[config.mk]
export PLATFORM = sky130hd
export DESIGN_NAME = ref_level_acc
export DESIGN_NICKNAME = d
export VERILOG_FILES = /design/src/rtl/ref_level_acc_pkg.sv /design/src/rtl/ref_level_acc_sat_accumulator.sv /design/src/rtl/ref_level_acc.sv
export SDC_FILE = /design/constraint.sdc
export NUM_CORES = 1
export LEC_CHECK = 0
export CAP_MARGIN = 5
export CORE_UTILIZATION = 35
export CTS_BUF_LIST = sky130_fd_sc_hd__clkbuf_4 sky130_fd_sc_hd__clkbuf_8
export DETAILED_ROUTE_END_ITERATION = 10
export PLACE_DENSITY = 0.59
export SYNTH_ARGS = -nofsm -noshare
export SYNTH_HDL_FRONTEND = slang
export SYNTH_SLANG_ARGS = --single-unit
export TNS_END_PERCENT = 10
[constraint.sdc]
create_clock -name clk -period 4.5 [get_ports clk]
set_input_delay 1.125 -clock clk [delete_from_list [all_inputs] [get_ports clk]]
set_output_delay 1.125 -clock clk [all_outputs]
set_load 0.01 [all_outputs]
[src/rtl/ref_level_acc_pkg.sv]
// Shared types and defaults for the 4-ASK reference-level accumulator.
// LFSR_LEN sets the LFSR period exponent; it defaults to 4 when not defined.
`ifndef LFSR_LEN
`define LFSR_LEN 4
`endif

package ref_level_acc_pkg;

  typedef enum logic [1:0] {
    ST_IDLE  = 2'd0,
    ST_ACCUM = 2'd1,
    ST_LATCH = 2'd2
  } state_t;

  localparam int DEFAULT_DATA_W      = 18;
  localparam int DEFAULT_PERIOD_LOG2 = `LFSR_LEN;

endpackage

[src/rtl/ref_level_acc_sat_accumulator.sv]
// Unsigned accumulator with load, saturating add and hold.
// Load has priority over add. The input is zero-extended or truncated to W bits.
module ref_level_acc_sat_accumulator #(
  parameter int W    = 8,
  parameter int IN_W = 8
) (
  input  logic            clk,
  input  logic            reset,
  input  logic            load,
  input  logic            add,
  input  logic [IN_W-1:0] in_val,
  output logic [W-1:0]    q
);

  logic [W:0]   sum_s;
  logic [W-1:0] q_r;

  // widened sum so the carry out flags saturation
  always_comb begin
    sum_s = {1'b0, q_r} + (W+1)'(in_val);
  end

  // accumulator register
  always_ff @(posedge clk or posedge reset) begin
    if (reset) begin
      q_r <= '0;
    end else if (load) begin
      q_r <= W'(in_val);
    end else if (add) begin
      q_r <= sum_s[W] ? {W{1'b1}} : sum_s[W-1:0];
    end else begin
      q_r <= q_r;
    end
  end

  assign q = q_r;

endmodule

[src/rtl/ref_level_acc.sv]
// Per-LFSR-period mean |sample| and 4-ASK reference level.
// Optional REF_LEVEL_POWER_EN adds a mean sample^2 output.
`ifndef LFSR_LEN
`define LFSR_LEN 4
`endif

module ref_level_acc
  import ref_level_acc_pkg::*;
#(
  parameter int DATA_W      = 18,
  parameter int PERIOD_LOG2 = `LFSR_LEN,
  parameter int ACC_W       = DATA_W + PERIOD_LOG2
) (
  input  logic                     clk,
  input  logic                     reset,
  input  logic                     clk_en,
  input  logic                     cycle_start,
  input  logic signed [DATA_W-1:0] sample_in,
  output logic [DATA_W-1:0]        mean_abs,
  output logic [DATA_W-1:0]        ref_level,
  output logic                     ref_valid,
  output logic                     ref_locked,
  output logic                     period_err,
  output logic [2*DATA_W-1:0]      avg_power
);

  // one spare bit lets over-long periods register as a count mismatch
  localparam int CNT_W = PERIOD_LOG2 + 1;
  localparam logic [CNT_W-1:0] PERIOD_LEN = CNT_W'((1 << PERIOD_LOG2) - 1);

  state_t             state_r;
  state_t             state_nxt_s;
  logic [DATA_W-1:0]  abs_s;
  logic               open_s;
  logic               close_s;
  logic               add_s;
  logic [ACC_W-1:0]   acc_s;
  logic [ACC_W-1:0]   snap_r;
  logic [CNT_W-1:0]   cnt_s;
  logic [CNT_W-1:0]   snap_cnt_r;

  // magnitude and framing strobes
  always_comb begin
    if (sample_in[DATA_W-1]) begin
      abs_s = DATA_W'(~sample_in + DATA_W'(1));
    end else begin
      abs_s = DATA_W'(sample_in);
    end
    open_s  = clk_en & cycle_start;
    close_s = open_s & (state_r != ST_IDLE);
    add_s   = clk_en & ~cycle_start & (state_r != ST_IDLE);
  end

  ref_level_acc_sat_accumulator #(.W(ACC_W), .IN_W(DATA_W)) u_acc (
    .clk    (clk),
    .reset  (reset),
    .load   (open_s),
    .add    (add_s),
    .in_val (abs_s),
    .q      (acc_s)
  );

  ref_level_acc_sat_accumulator #(.W(CNT_W), .IN_W(1)) u_cnt (
    .clk    (clk),
    .reset  (reset),
    .load   (open_s),
    .add    (add_s),
    .in_val (1'b1),
    .q      (cnt_s)
  );

  // state register
  always_ff @(posedge clk or posedge reset) begin
    if (reset) begin
      state_r <= ST_IDLE;
    end else begin
      state_r <= state_nxt_s;
    end
  end

  // next-state logic; LATCH runs for one clk whatever clk_en does
  always_comb begin
    state_nxt_s = state_r;
    case (state_r)
      ST_IDLE:  state_nxt_s = open_s  ? ST_ACCUM : ST_IDLE;
      ST_ACCUM: state_nxt_s = close_s ? ST_LATCH : ST_ACCUM;
      ST_LATCH: state_nxt_s = close_s ? ST_LATCH : ST_ACCUM;
      default:  state_nxt_s = ST_IDLE;
    endcase
  end

  // snapshot of the closing period
  always_ff @(posedge clk or posedge reset) begin
    if (reset) begin
      snap_r     <= '0;
      snap_cnt_r <= '0;
    end else if (close_s) begin
      snap_r     <= acc_s;
      snap_cnt_r <= cnt_s;
    end else begin
      snap_r     <= snap_r;
      snap_cnt_r <= snap_cnt_r;
    end
  end

  // published results
  always_ff @(posedge clk or posedge reset) begin
    if (reset) begin
      mean_abs   <= '0;
      ref_level  <= '0;
      ref_valid  <= 1'b0;
      ref_locked <= 1'b0;
      period_err <= 1'b0;
    end else if (state_r == ST_LATCH) begin
      mean_abs   <= DATA_W'(snap_r >> PERIOD_LOG2);
      ref_level  <= DATA_W'(snap_r >> (PERIOD_LOG2 + 1));
      ref_valid  <= 1'b1;
      ref_locked <= 1'b1;
      period_err <= period_err | (snap_cnt_r != PERIOD_LEN);
    end else begin
      mean_abs   <= mean_abs;
      ref_level  <= ref_level;
      ref_valid  <= 1'b0;
      ref_locked <= ref_locked;
      period_err <= period_err;
    end
  end

`ifdef REF_LEVEL_POWER_EN
  localparam int PWR_W = 2*DATA_W + PERIOD_LOG2;

  logic signed [2*DATA_W-1:0] sq_s;
  logic [PWR_W-1:0]           pwr_s;
  logic [PWR_W-1:0]           pwr_snap_r;

  // square is never negative, so it feeds the unsigned accumulator directly
  always_comb begin
    sq_s = sample_in * sample_in;
  end

  ref_level_acc_sat_accumulator #(.W(PWR_W), .IN_W(2*DATA_W)) u_pwr (
    .clk    (clk),
    .reset  (reset),
    .load   (open_s),
    .add    (add_s),
    .in_val (sq_s),
    .q      (pwr_s)
  );

  // power snapshot and published mean power
  always_ff @(posedge clk or posedge reset) begin
    if (reset) begin
      pwr_snap_r <= '0;
      avg_power  <= '0;
    end else begin
      pwr_snap_r <= close_s ? pwr_s : pwr_snap_r;
      if (state_r == ST_LATCH) begin
        avg_power <= (2*DATA_W)'(pwr_snap_r >> PERIOD_LOG2);
      end else begin
        avg_power <= avg_power;
      end
    end
  end
`else
  assign avg_power = '0;
`endif

endmodule

==> flow_metrics.env, run 1 <==
export IMPL_status="finished with violations"
export IMPL_failed_checks="setup timing"
export IMPL_finish_utilization=0.457
export IMPL_antenna_found_initial=0
export IMPL_fmax_mhz=222
export IMPL_synth_top_cell_by_area="dfrtp_1"
export IMPL_worstHoldStart="ref_locked"
export IMPL_numCtsBuffers=9
export IMPL_synth_seq_cells=73
export IMPL_leakage_nw=2.79
export IMPL_crit_start="sample_in[9]"
export IMPL_post_route_drc_count=0
export IMPL_die_width_um=119
export IMPL_crit_type="in -> reg"
export IMPL_fin_setup_tns_ns=-0.00972
export IMPL_power_density_mw_per_mm2=555
export IMPL_holdWs_ns=0.471
export IMPL_synth_seq_area_share=0.381
export IMPL_place_gp_congestion=0.829
export IMPL_synth_common_cells="dfrtp_1 (73), buf_4 (54), nand2_1 (42), mux2_2 (40), o21ai_0 (34)"
export IMPL_ys_flop_type="dfrtp_1"
export IMPL_netlist_instances=491
export IMPL_die_area_sq_mm=0.0142
export IMPL_area_growth_syn_to_layout_pct=26.6
export IMPL_dr_pass1_iters=4
export IMPL_synth_distinct_cells=55
export IMPL_row_count=42
export IMPL_synth_most_common_cell="dfrtp_1"
export IMPL_overflow=0
export IMPL_tightest_slew_ns=0.940
export IMPL_dp_hpwl_mm=8.16
export IMPL_crit_path_max_fanout=7
export IMPL_setup_slack_ns=-0.00972
export IMPL_period_minus_slack_ns=4.51
export IMPL_synthArstFlopShare=1.00
export IMPL_end_kind="register"
export IMPL_final_area_sq_mm=0.00607
export IMPL_ctsHoldBuffers=0
export IMPL_grt_pass1_wl_mm=18.5
export IMPL_critPathArrivalTime_ns=4.76
export IMPL_rsz0062_at_grt="yes"
export IMPL_skew_ns=0.0103
export IMPL_clock_path_buffers=2
export IMPL_startpoint_type="primary input"
export IMPL_avgSynthCellArea_sq_um=9.76
export IMPL_finalNetCount=642
export IMPL_clk_insertion_delay_late_ns=0.36
export IMPL_viasPerCell=5.06
export IMPL_hold_viol=0
export IMPL_io_buffers=59
export IMPL_wl_mm=11.1
export IMPL_ctsRootBufferMaster="clkbuf_8"
export IMPL_cap_violations=0
export IMPL_yosysWarnings=0
export IMPL_setup_violations=1
export IMPL_synth_edf_count=0
export IMPL_drv_slew=0
export IMPL_vias=3901
export IMPL_ir_drop_mv=0.171
export IMPL_holdCritPathClass="reg -> reg"
export IMPL_start_util=0.361
export IMPL_die_h_um=119
export IMPL_num_antenna_cells=0
export IMPL_wire_per_inst_um=14.4
export IMPL_drive_above_1_share=0.229
export IMPL_slew_headroom=0.373
export IMPL_coreArea_sq_mm=0.0133
export IMPL_initialDrtViolationCount=156
export IMPL_place_area_sq_mm=0.00576
export IMPL_fin_crit_sh=1.00
export IMPL_synth_area_leaders="dfrtp_1 (38%), mux2_2 (9.4%), buf_4 (8.5%)"
export IMPL_cts_tree="yes"
export IMPL_gr_usage_all_layers=0.167
export IMPL_drtAntennaViolNets=0
export IMPL_grt_max_degree=42
export IMPL_r2r_start="u_acc.q[0]"
export IMPL_clk_pin_slew_ns=0.08
export IMPL_grt_pass1_vias=3727
export IMPL_h_tree_depth=3
export IMPL_yosysTopAreaCellShare=0.381
export IMPL_critPathRequiredTime_ns=4.75
export IMPL_power_total_mw=3.37
export IMPL_clock_sinks=73
export IMPL_n_fill_cell=1265
export IMPL_ios=97
export IMPL_syn_area_sq_mm=0.00479
[registers in the layout, summed over array words and instances, names as in the netlist]
| name | flops |
|---|---|
| ref_locked | 1 |
| period_err | 1 |
| ref_valid | 1 |
| mean_abs | 18 |
| u_cnt.q | 5 |
| u_acc.q | 22 |
| state_r | 2 |
| snap_cnt_r | 5 |
| snap_r | 18 |
[power by group]
part           total (mW)  switching (mW)  leakage (nW)  internal [mW]
logic                1.76           0.828          1.75          0.929
registers            1.05           0.171         0.936          0.882
clock network       0.562           0.247         0.106          0.315
total                3.37            1.25          2.79           2.13
[cells by family after synthesis]
logic type / count (synthesis) / share of synthesized area
AOI/OAI and AO/OA: 130 / 0.177
and+or+nand+nor: 104 / 0.109
buffers and inverters: 86 / 0.110
DFF: 73 / 0.381
muxes: 40 / 0.0940
adders and majority gates: 29 / 0.0773
xor gates and xnor gates: 28 / 0.0512
other: 1 / 0.000782
[placed cells by master, fill, tap and decap left out, drive strengths merged, types with 7 or more instances in the layout]
cell / n
a21o: 14
a21oi: 29
and3: 7
buf: 64
clkbuf: 10
clkdlybuf4s50: 59
conb: 37
dfrtp: 73
ha: 28
inv: 16
mux2: 40
nand2: 42
nor2: 19
o211ai: 7
o21ai: 36
xnor2: 20
xor2: 8
[cell type report]
class | instances | area [sq um] | area share
clock inverters | 5 | 81.3 | 0.0134
repair buffers | 123 | 1120 | 0.184
clock buffers | 10 | 131 | 0.0216
well taps | 176 | 220 | 0.0363
multi-input cells | 368 | 2630 | 0.434
flip-flops and latches | 73 | 1830 | 0.301
inverters | 16 | 60.1 | 0.00989
[layer usage]
| metal | wire length [um] | vias to the layer above | part of all wire | GRT usage |
|---|---|---|---|---|
| met5 | 0 | - | 0 | 0 |
| met4 | 252 | 0 | 0.023 | 0.0862 |
| met3 | 550 | 14 | 0.049 | 0.0211 |
| met2 | 5170 | 125 | 0.47 | 0.268 |
| met1 | 5140 | 1893 | 0.46 | 0.219 |
| li1 | - | 1869 | - | - |
[timing repair]
item                                    4_1_cts  5_1_grt
gates resized for setup                       2       11
setup buffers                                 1        1
hold endpoints to repair                      0        0
endpoints found under the setup margin        3       22
gates cloned                                  1        0
pin swaps                                     1        5
[through the flow]
step	instances	setup slack, ns
2_1_floorplan	527	0.00433
3_3_place_gp	753	-0.383
3_5_place_dp	753	-0.438
4_1_cts	770	-0.0453
5_1_grt	771	-0.122
6_report	771	-0.00972
[path summary, 6_finish.rpt]
kind | endpoint | depth (start not counted) | slack, ns
max | u_acc.q[0] | 14 | -0.01
min | ref_locked | 1 | 0.47
max reg2reg | u_acc.q[13] | 11 | 1.64
min reg2reg | ref_locked | 1 | 0.47
max in group asynchronous | mean_abs[14] | 3 | 2.61
min in group asynchronous | mean_abs[4] | 2 | 1.22
[worst max-delay path: stages]
cell	delay, ns
clkdlybuf4s50_1	0.43
or4_4	0.55
or3_4	0.37
or4_4	0.51
nor4b_4	0.30
ha_4	0.27
a21oi_2	0.18
o21ai_4	0.10
a31oi_2	0.20
nor2_2	0.07
o21ai_4	0.11
buf_12	0.17
a21oi_1	0.07
a221o_1	0.28
No activity file was read; power rests on OpenSTA's default activity.
==> run 2: changes to the inputs <==
Settings changed: PLACE_DENSITY 0.59 to 0.66.
==> run 2 against run 1 <==
  * The run now ends clean
  * Die area unchanged
  * Cell count up 0.26%
  * Routed wire length up 0.70%
  * Maximum frequency up 1.6%
  * Via count down 1.0%
  * Critical endpoint is now u_acc.q[6]
  * Largest cell class unchanged
  * Largest power group unchanged
==> flow_metrics.env, run 2 (synthesis results as in run 1) <==
export IMPL_startpoint_type="primary input"
export IMPL_overflow=0
export IMPL_drtAntennaViolNets=0
export IMPL_antenna_found_initial=0
export IMPL_start_util=0.361
export IMPL_ios=97
export IMPL_finish_utilization=0.457
export IMPL_final_cell_mix="dfrtp_1 (73), buf_4 (63), clkdlybuf4s50_1 (56)"
export IMPL_h_tree_depth=3
export IMPL_dp_hpwl_mm=8.41
export IMPL_finalNetCount=643
export IMPL_cap_violations=0
export IMPL_hold_viol=0
export IMPL_end_kind="register"
export IMPL_vias=3861
export IMPL_gr_usage_all_layers=0.164
export IMPL_place_gp_congestion=0.834
export IMPL_holdWs_ns=0.475
export IMPL_timing_rr_end="u_acc.q[13]"
export IMPL_cts_tree="yes"
export IMPL_hold_path_cell_count=1
export IMPL_fin_setup_tns_ns=0
export IMPL_clk_insertion_delay_late_ns=0.36
export IMPL_slowest_stage="or4_4"
export IMPL_hold_end="ref_locked"
export IMPL_place_area_sq_mm=0.00574
export IMPL_grt_max_degree=38
export IMPL_numCtsBuffers=9
export IMPL_die_h_um=119
export IMPL_holdCritPathClass="reg -> reg"
export IMPL_fmax_mhz=225
export IMPL_worstPathBufferInverterCount=3
export IMPL_dp_slack_ns=-0.452
export IMPL_die_area_sq_mm=0.0142
export IMPL_initialDrtViolationCount=155
export IMPL_status="complete, no violations"
export IMPL_ctsRootBufferMaster="clkbuf_8"
export IMPL_wl_mm=11.2
export IMPL_critPathArrivalTime_ns=4.70
export IMPL_setup_violations=0
export IMPL_skew_ns=0.0114
export IMPL_num_antenna_cells=0
export IMPL_final_area_sq_mm=0.00608
export IMPL_die_width_um=119
export IMPL_tightest_slew_ns=0.944
export IMPL_period_minus_slack_ns=4.44
export IMPL_grt_pass1_wl_mm=18.2
export IMPL_viasPerCell=4.99
export IMPL_leakage_nw=2.83
export IMPL_path_cells="clkdlybuf4s50_1 > or4_4 > or3_4 > or4_4 > nand2_2 > xnor2_2 > ha_1 > a21oi_2 > o21ai_2 > buf_4 > o21ai_4 > buf_2 > a311oi_1 > a21o_1"
export IMPL_post_route_drc_count=0
export IMPL_finalNonFillerCells=773
export IMPL_drv_slew=0
export IMPL_critical_path_max_stage_delay_ns=0.56
export IMPL_coreArea_sq_mm=0.0133
export IMPL_n_fill_cell=1237
export IMPL_clk_pin_slew_ns=0.09
export IMPL_post_place_cells=754
export IMPL_rr_worst_depth=11
export IMPL_cpMostUsedCell="or4_4"
export IMPL_io_buffers=59
export IMPL_reg2reg_slack_ns=1.61
export IMPL_clock_sinks=73
export IMPL_crit_type="in -> reg"
export IMPL_critPathTopFamily="simple AND/OR/NAND/NOR gates"
export IMPL_drive_above_1_share=0.233
export IMPL_grt_pass1_vias=3721
export IMPL_final_common_cell="dfrtp_1"
export IMPL_largest_reg_flops=22
export IMPL_ctsHoldBuffers=0
export IMPL_rsz0062_at_grt="no"
export IMPL_dr_pass1_iters=4
export IMPL_power_total_mw=3.43
export IMPL_setup_slack_ns=0.0608
export IMPL_slew_headroom=0.371
export IMPL_critPathRequiredTime_ns=4.76
export IMPL_worstHoldStart="ref_locked"
export IMPL_wire_per_inst_um=14.5
export IMPL_ir_drop_mv=0.197
export IMPL_path_depth=14
export IMPL_fin_crit_sh=0.986
export IMPL_r2r_start="u_acc.q[0]"
export IMPL_row_count=42
export IMPL_crit_path_max_fanout=4
export IMPL_power_density_mw_per_mm2=564
export IMPL_area_growth_syn_to_layout_pct=26.8
export IMPL_clock_path_buffers=2
## run 2: timing repair
| item | CTS | global route |
|---|---|---|
| buffers inserted | 1 | 1 |
| pin swaps | 1 | 8 |
| endpoints found under the setup margin | 3 | 22 |
| gates resized for setup | 4 | 15 |
| cloned | 1 | 0 |
## run 2: worst register-to-register path: cells and delay by family, from the launching register on
family	cells	cell delay [ns]
adders and majority gates	2	0.58
DFF	1	0.37
AOI/OAI and AO/OA	5	0.98
buffers and inverters	2	0.26
and+or+nand+nor	2	0.59
## run 2: worst max-delay path by stage
stage,slack [ns],endpoint,startpoint
floorplan,0.004,u_acc.q[0],sample_in[9]
global placement,-0.32,u_acc.q[0],sample_in[9]
detailed placement,-0.45,u_acc.q[0],sample_in[9]
CTS,0.001,u_acc.q[1],sample_in[9]
global route,0.01,u_acc.q[2],sample_in[8]
finish,0.06,u_acc.q[6],sample_in[8]
## run 2: power by group
group	switching (mW)	internal (mW)
combinational	0.813	0.914
clock	0.273	0.375
sequential	0.170	0.881
## run 2: cell type report
type / instances / area [sq um] / share of cell area
clock buffers: 9 / 124 / 0.0204
clock inverters: 7 / 126 / 0.0208
inverters: 16 / 60.1 / 0.00988
multi-input cells: 368 / 2630 / 0.433
flip-flops and latches: 73 / 1830 / 0.301
well taps: 176 / 220 / 0.0362
repair buffers: 124 / 1090 / 0.179
## run 2: layer usage
metal  track usage  up-vias  routed length [um]
met1         0.210     1871                5170
li1              -     1863                   -
met4        0.0752        0                 244
met3        0.0273       18                 431
met2         0.270      109                5350
met5             0        -                   0
